==> config.mk <==
export PLATFORM = sky130hd
export DESIGN_NAME = im_loader
export DESIGN_NICKNAME = d
export VERILOG_FILES = /design/src/rtl/im_loader_pkg.sv /design/src/rtl/im_byte_packer.sv /design/src/rtl/im_loader.sv
export SDC_FILE = /design/constraint.sdc
export NUM_CORES = 1
export LEC_CHECK = 0
export CAP_MARGIN = 30
export CORE_ASPECT_RATIO = 1.4
export CORE_MARGIN = 3
export CORE_UTILIZATION = 60
export DETAILED_ROUTE_END_ITERATION = 10
export PLACE_DENSITY = 0.84
export SETUP_SLACK_MARGIN = 0.4
export SYNTH_ARGS = -nofsm -noshare
export SYNTH_HDL_FRONTEND = slang
export SYNTH_SLANG_ARGS = --single-unit
==> constraint.sdc <==
create_clock -name clk -period 6.68 [get_ports clk]
set_clock_uncertainty 0.2 [all_clocks]
set_input_delay 1.336 -clock clk [delete_from_list [all_inputs] [get_ports clk]]
set_output_delay 1.336 -clock clk [all_outputs]
set_load 0.02 [all_outputs]
==> src/rtl/im_loader_pkg.sv <==
// Shared types and constants for the instruction-memory loader.
// IM_LOADER_CHECKSUM_EN adds a trailing XOR checksum byte to each frame.
package im_pkg;

  typedef enum logic [2:0] {
    IDLE,
    LEN_HI,
    LEN_LO,
    DATA,
    WRITE,
    CSUM,
    DONE
  } state_e;

  localparam int ADDR_W_DEF     = 10;
  localparam int LEN_BYTES      = 2;
  localparam int BYTES_PER_WORD = 4;

endpackage

==> src/rtl/im_byte_packer.sv <==
// Big-endian byte-to-word packer for the loader data phase.
// IM_LOADER_CHECKSUM_EN keeps a running XOR of every pushed byte.
module im_byte_packer
  import im_pkg::*;
(
  input  logic        clk,
  input  logic        rst_n,
  input  logic        clr_i,
  input  logic        push_i,
  input  logic [7:0]  byte_i,
  output logic        word_full_o,
  output logic [31:0] word_o,
  output logic [7:0]  csum_o
);

  logic [23:0] shift_q;
  logic [1:0]  cnt_q;

  // The count wraps after the 4th byte, which empties the packer as the word is written.
  always_ff @(posedge clk) begin
    if (!rst_n || clr_i) begin
      shift_q <= '0;
      cnt_q   <= '0;
    end else if (push_i) begin
      shift_q <= {shift_q[15:0], byte_i};
      cnt_q   <= cnt_q + 2'd1;
    end
  end

  assign word_full_o = push_i && (cnt_q == 2'(BYTES_PER_WORD - 1));
  assign word_o      = {shift_q, byte_i};

`ifdef IM_LOADER_CHECKSUM_EN
  logic [7:0] csum_q;

  always_ff @(posedge clk) begin
    if (!rst_n || clr_i) begin
      csum_q <= '0;
    end else if (push_i) begin
      csum_q <= csum_q ^ byte_i;
    end
  end

  assign csum_o = csum_q;
`else
  assign csum_o = '0;
`endif

endmodule

==> src/rtl/im_loader.sv <==
// Streams a length-prefixed byte frame into instruction RAM, holding the CPU meanwhile.
// IM_LOADER_CHECKSUM_EN adds the CSUM state and drives err from the checksum compare.
module im_loader
  import im_pkg::*;
#(
  parameter int              ADDR_W    = 10,
  parameter logic [ADDR_W-1:0] BASE_ADDR = '0
) (
  input  logic              clk,
  input  logic              rst_n,
  input  logic              start,
  input  logic              byte_valid,
  input  logic [7:0]        byte_data,
  output logic              byte_ready,
  output logic              ram_we,
  output logic [ADDR_W-1:0] ram_addr,
  output logic [31:0]       ram_din,
  output logic              cpu_hold,
  output logic              done,
  output logic              overflow,
  output logic              err
);

`ifdef IM_LOADER_CHECKSUM_EN
  localparam state_e END_ST  = CSUM;
  localparam bit     CSUM_EN = 1'b1;
`else
  localparam state_e END_ST  = DONE;
  localparam bit     CSUM_EN = 1'b0;
`endif

  state_e            state_q;
  logic [15:0]       len_q;
  logic [15:0]       idx_q;
  logic              byte_ready_q;
  logic              ram_we_q;
  logic [ADDR_W-1:0] ram_addr_q;
  logic [31:0]       ram_din_q;
  logic              cpu_hold_q;
  logic              done_q;
  logic              overflow_q;
  logic              err_q;

  logic              xfer;
  logic              begin_load;
  logic              word_full;
  logic [31:0]       next_word;
  logic [7:0]        csum;
  logic              in_cap;
  logic [ADDR_W-1:0] addr_calc;
  logic [15:0]       idx_inc;

  assign xfer       = byte_valid && byte_ready_q;
  assign begin_load = start && ((state_q == IDLE) || (state_q == DONE));
  assign in_cap     = (32'(idx_q) >> ADDR_W) == 32'd0;
  assign addr_calc  = BASE_ADDR + ADDR_W'(idx_q);
  assign idx_inc    = idx_q + 16'd1;

  im_byte_packer u_packer (
    .clk         (clk),
    .rst_n       (rst_n),
    .clr_i       (begin_load),
    .push_i      (xfer && (state_q == DATA)),
    .byte_i      (byte_data),
    .word_full_o (word_full),
    .word_o      (next_word),
    .csum_o      (csum)
  );

  always_ff @(posedge clk) begin
    if (!rst_n) begin
      state_q      <= IDLE;
      len_q        <= '0;
      idx_q        <= '0;
      byte_ready_q <= 1'b0;
      ram_we_q     <= 1'b0;
      ram_addr_q   <= BASE_ADDR;
      ram_din_q    <= '0;
      cpu_hold_q   <= 1'b0;
      done_q       <= 1'b0;
      overflow_q   <= 1'b0;
      err_q        <= 1'b0;
    end else begin
      ram_we_q <= 1'b0;
      case (state_q)
        IDLE, DONE: begin
          if (start) begin
            state_q      <= LEN_HI;
            idx_q        <= '0;
            byte_ready_q <= 1'b1;
            cpu_hold_q   <= 1'b1;
            done_q       <= 1'b0;
            overflow_q   <= 1'b0;
            err_q        <= 1'b0;
          end
        end
        LEN_HI: begin
          if (xfer) begin
            len_q[15:8] <= byte_data;
            state_q     <= LEN_LO;
          end
        end
        LEN_LO: begin
          if (xfer) begin
            len_q[7:0] <= byte_data;
            if ({len_q[15:8], byte_data} == 16'd0) begin
              state_q      <= END_ST;
              byte_ready_q <= (END_ST == CSUM);
              cpu_hold_q   <= (END_ST == CSUM);
              done_q       <= (END_ST == DONE);
            end else begin
              state_q <= DATA;
            end
          end
        end
        DATA: begin
          if (word_full) begin
            state_q      <= WRITE;
            byte_ready_q <= 1'b0;
            ram_din_q    <= next_word;
            // Out-of-range words are swallowed so the host stream stays in sync.
            if (in_cap) begin
              ram_we_q   <= 1'b1;
              ram_addr_q <= addr_calc;
            end else begin
              overflow_q <= 1'b1;
            end
          end
        end
        WRITE: begin
          idx_q <= idx_inc;
          if (idx_inc == len_q) begin
            state_q      <= END_ST;
            byte_ready_q <= (END_ST == CSUM);
            cpu_hold_q   <= (END_ST == CSUM);
            done_q       <= (END_ST == DONE);
          end else begin
            state_q      <= DATA;
            byte_ready_q <= 1'b1;
          end
        end
        CSUM: begin
          if (xfer) begin
            if (byte_data != csum) err_q <= 1'b1;
            state_q      <= DONE;
            byte_ready_q <= 1'b0;
            cpu_hold_q   <= 1'b0;
            done_q       <= 1'b1;
          end
        end
        default: state_q <= IDLE;
      endcase
    end
  end

  assign byte_ready = byte_ready_q;
  assign ram_we     = ram_we_q;
  assign ram_addr   = ram_addr_q;
  assign ram_din    = ram_din_q;
  assign cpu_hold   = cpu_hold_q;
  assign done       = done_q;
  assign overflow   = overflow_q;
  assign err        = CSUM_EN && err_q;

endmodule

==> results.txt <==
Row Count: 38
TritonRoute pass-1 iters: 5
share of post-route cells with drive strength above 1: 5.78%
HP Class: reg2reg
switching share of power: 29.6%
hpwl dp: 7.78 mm
Buffers on Ports: 58
commonest cells after routing, fill and taps aside: nand2_1, dfxtp_1, clkdlybuf4s50_1
Syn Area/Cell: 8.24 um2
die area: 0.00939 mm2
Primary FF master, synth: dfxtp_1
Initial Util: 62.7%
Peak VDD IR: 0.178 mV
Initial DRC Count: 332
clock power share: 31.1%
status: finished clean
Placed Area: 0.00556 mm2
DRT antenna net count: 0
Distinct cells, synth: 52
Max Fclk: 275 MHz
first-pass GRT wire length: 18.8 mm
Final setup viols: 0
min Tclk post-route: 3640 ps
Max clock buf depth: 2
relative slew slack: 34.1%
P_leak: 1.99 nW
sequential share of the synthesized area: 43.7%
Clk Latency, worst-skew pair: 390 ps
CTS Buf Count: 9
Finished Core Util: 73.1%
# placed instances: 724
Total Neg Setup Slack: 0 ps
CP Class: in2reg
leading cell type in the layout, fill and taps excluded: nand2_1
nets@finish: 650
I/O Pins: 60
CTS tree: yes
Cells after Synth: 601
Syn-to-layout area delta: 16.5%
wire length per cell: 15.3 um
die width: 82.8 um
Yosys warnings: 0
Post-synth EDFFs: 0
Core ar.: 0.00789 mm2
post-CTS sizing: 0
Logic pwr share: 18.0%
Reg clk slew, reported paths: 100 ps
Mapped Area: 0.00495 mm2
CP Max Fanout: 28
via-per-instance ratio: 5.78
Seq cells post-synth: 108
final hold violation count: 0
hold_buf cts: 0
ys async rst share: 0%
Seq pwr share: 50.9%
Final Instance Count excl. Fillers: 740
number of global-route vias before repair: 4042
post-CTS setup buffer count: 0
Int Pwr: 0.956 mW
Sw Pwr: 0.402 mW
max_cap viols: 0
Net Count, Synth: 616
# H-tree levels: 3
GRT overflow: 0
initial antenna violation count: 0
ANT cells: 0
Power Density: 235 mW/mm2
crit share post-route: 54.5%
DRC Markers: 0
vias: 4279
CTS root buf: clkbuf_8
post-route design area: 0.00577 mm2
RSZ-0062 raised after global routing: false
kind of end point of the critical path: register
FILL cells: 610
die height: 113 um
Worst EP arrival: 3750 ps
total wire length: 11.3 mm
startpoint types: input port
GP Congestion: 0.910
CTS sink count: 108
worst slew pin tran: 986 ps
Total GRT Usage: 25.8%
Crit path required time: 6790 ps
max-slew violations: 0
largest net degree at the start of global routing: 85
sequential cells by signal, summed over array words and instances (netlist names):
register,count
ram_din,32
idx_q,16
ram_we,1
ram_addr,10
u_packer.cnt_q,2
overflow,1
cpu_hold,1
u_packer.shift_q,24
len_q,16
state_q,3
done,1
byte_ready,1
synthesized netlist by cell type (2+ instances only):
cell / count / area share (%)
nand2_1: 145 / 11
dfxtp_1: 108 / 44
a21oi_1: 45 / 4.5
nor2b_1: 38 / 4.8
clkbuf_1: 32 / 2.4
mux2i_1: 28 / 5.7
a21boi_0: 26 / 3.9
nor2_1: 18 / 1.4
o21ai_0: 17 / 1.7
xnor2_1: 15 / 2.7
nor3_1: 13 / 1.3
nand3_1: 9 / 0.91
xor2_1: 9 / 1.6
a21boi_1: 8 / 1.2
nor4_1: 8 / 1.0
nand4_1: 7 / 0.88
buf_2: 6 / 0.61
inv_1: 6 / 0.45
and2_1: 5 / 0.63
a31oi_1: 4 / 0.51
and3_1: 4 / 0.51
nand2b_1: 4 / 0.51
a211oi_1: 3 / 0.45
buf_4: 3 / 0.45
ha_1: 3 / 0.76
or2_2: 3 / 0.38
or3_1: 3 / 0.38
a2111oi_0: 2 / 0.35
a22oi_1: 2 / 0.30
mux2_2: 2 / 0.45
nor4_2: 2 / 0.51
o211a_1: 2 / 0.40
o22ai_1: 2 / 0.25
layer usage:
layer	global-route usage, %	part of all wire [%]	wire (um)
met5	0	0	0
met4	13.2	3.4	382
met3	5.61	4.9	556
met2	44.1	52	5870
met1	29.7	40	4500
cells by family after synthesis:
kind of cell	share of synthesized area, %
and+or+nand+nor	25.3
AOI/OAI and AO/OA	15.7
DFF	43.7
buffers and inverters	4.09
muxes	6.12
xor gates and xnor gates	4.25
adders and majority gates	0.758
other	0.0757
final cells by class:
type / instances / area, um2 / share of cell area [%]
tap: 100 / 125 / 2.17
clock inverter: 4 / 56.3 / 0.976
multi-input combinational: 444 / 2600 / 45.0
clock buffer: 12 / 155 / 2.69
inverter: 8 / 30.0 / 0.521
timing repair buffer: 64 / 641 / 11.1
sequential: 108 / 2160 / 37.5
final timing paths:
kind          startpoint     endpoint  slack (ps)  cells after the start
min reg2reg  ram_din[24]  ram_din[24]         260                      2
max           byte_valid   ram_din[0]        3040                      7
min          ram_din[24]  ram_din[24]         260                      2
max reg2reg     idx_q[0]         done        3570                      8
power by group through the flow:
stage	clock, mW	sequential, mW	combinational (mW)
finish	0.422	0.691	0.245
global route	0.448	0.694	0.267
CTS	0.427	0.691	0.240
detailed placement	0	0.705	0.240
global placement	0	0.704	0.233
floorplan	0	0.700	0.173
stage by stage:
| step | worst slack (ps) | hold WS [ps] | power, mW |
|---|---|---|---|
| 2_1_floorplan | 3610 | 231 | 0.873 |
| 3_3_place_gp | 2340 | 244 | 0.938 |
| 3_5_place_dp | 2650 | 246 | 0.945 |
| 4_1_cts | 3050 | 259 | 1.36 |
| 5_1_grt | 2840 | 281 | 1.41 |
| 6_report | 3040 | 257 | 1.36 |
worst max-delay path, cell delays in order:
cell	delay (ps)
clkdlybuf4s50_1	470
nand2_1	130
nor3_4	780
and2_1	550
buf_16	210
nand2_1	80
a21boi_0	180
No activity file was read; power rests on OpenSTA's default activity.
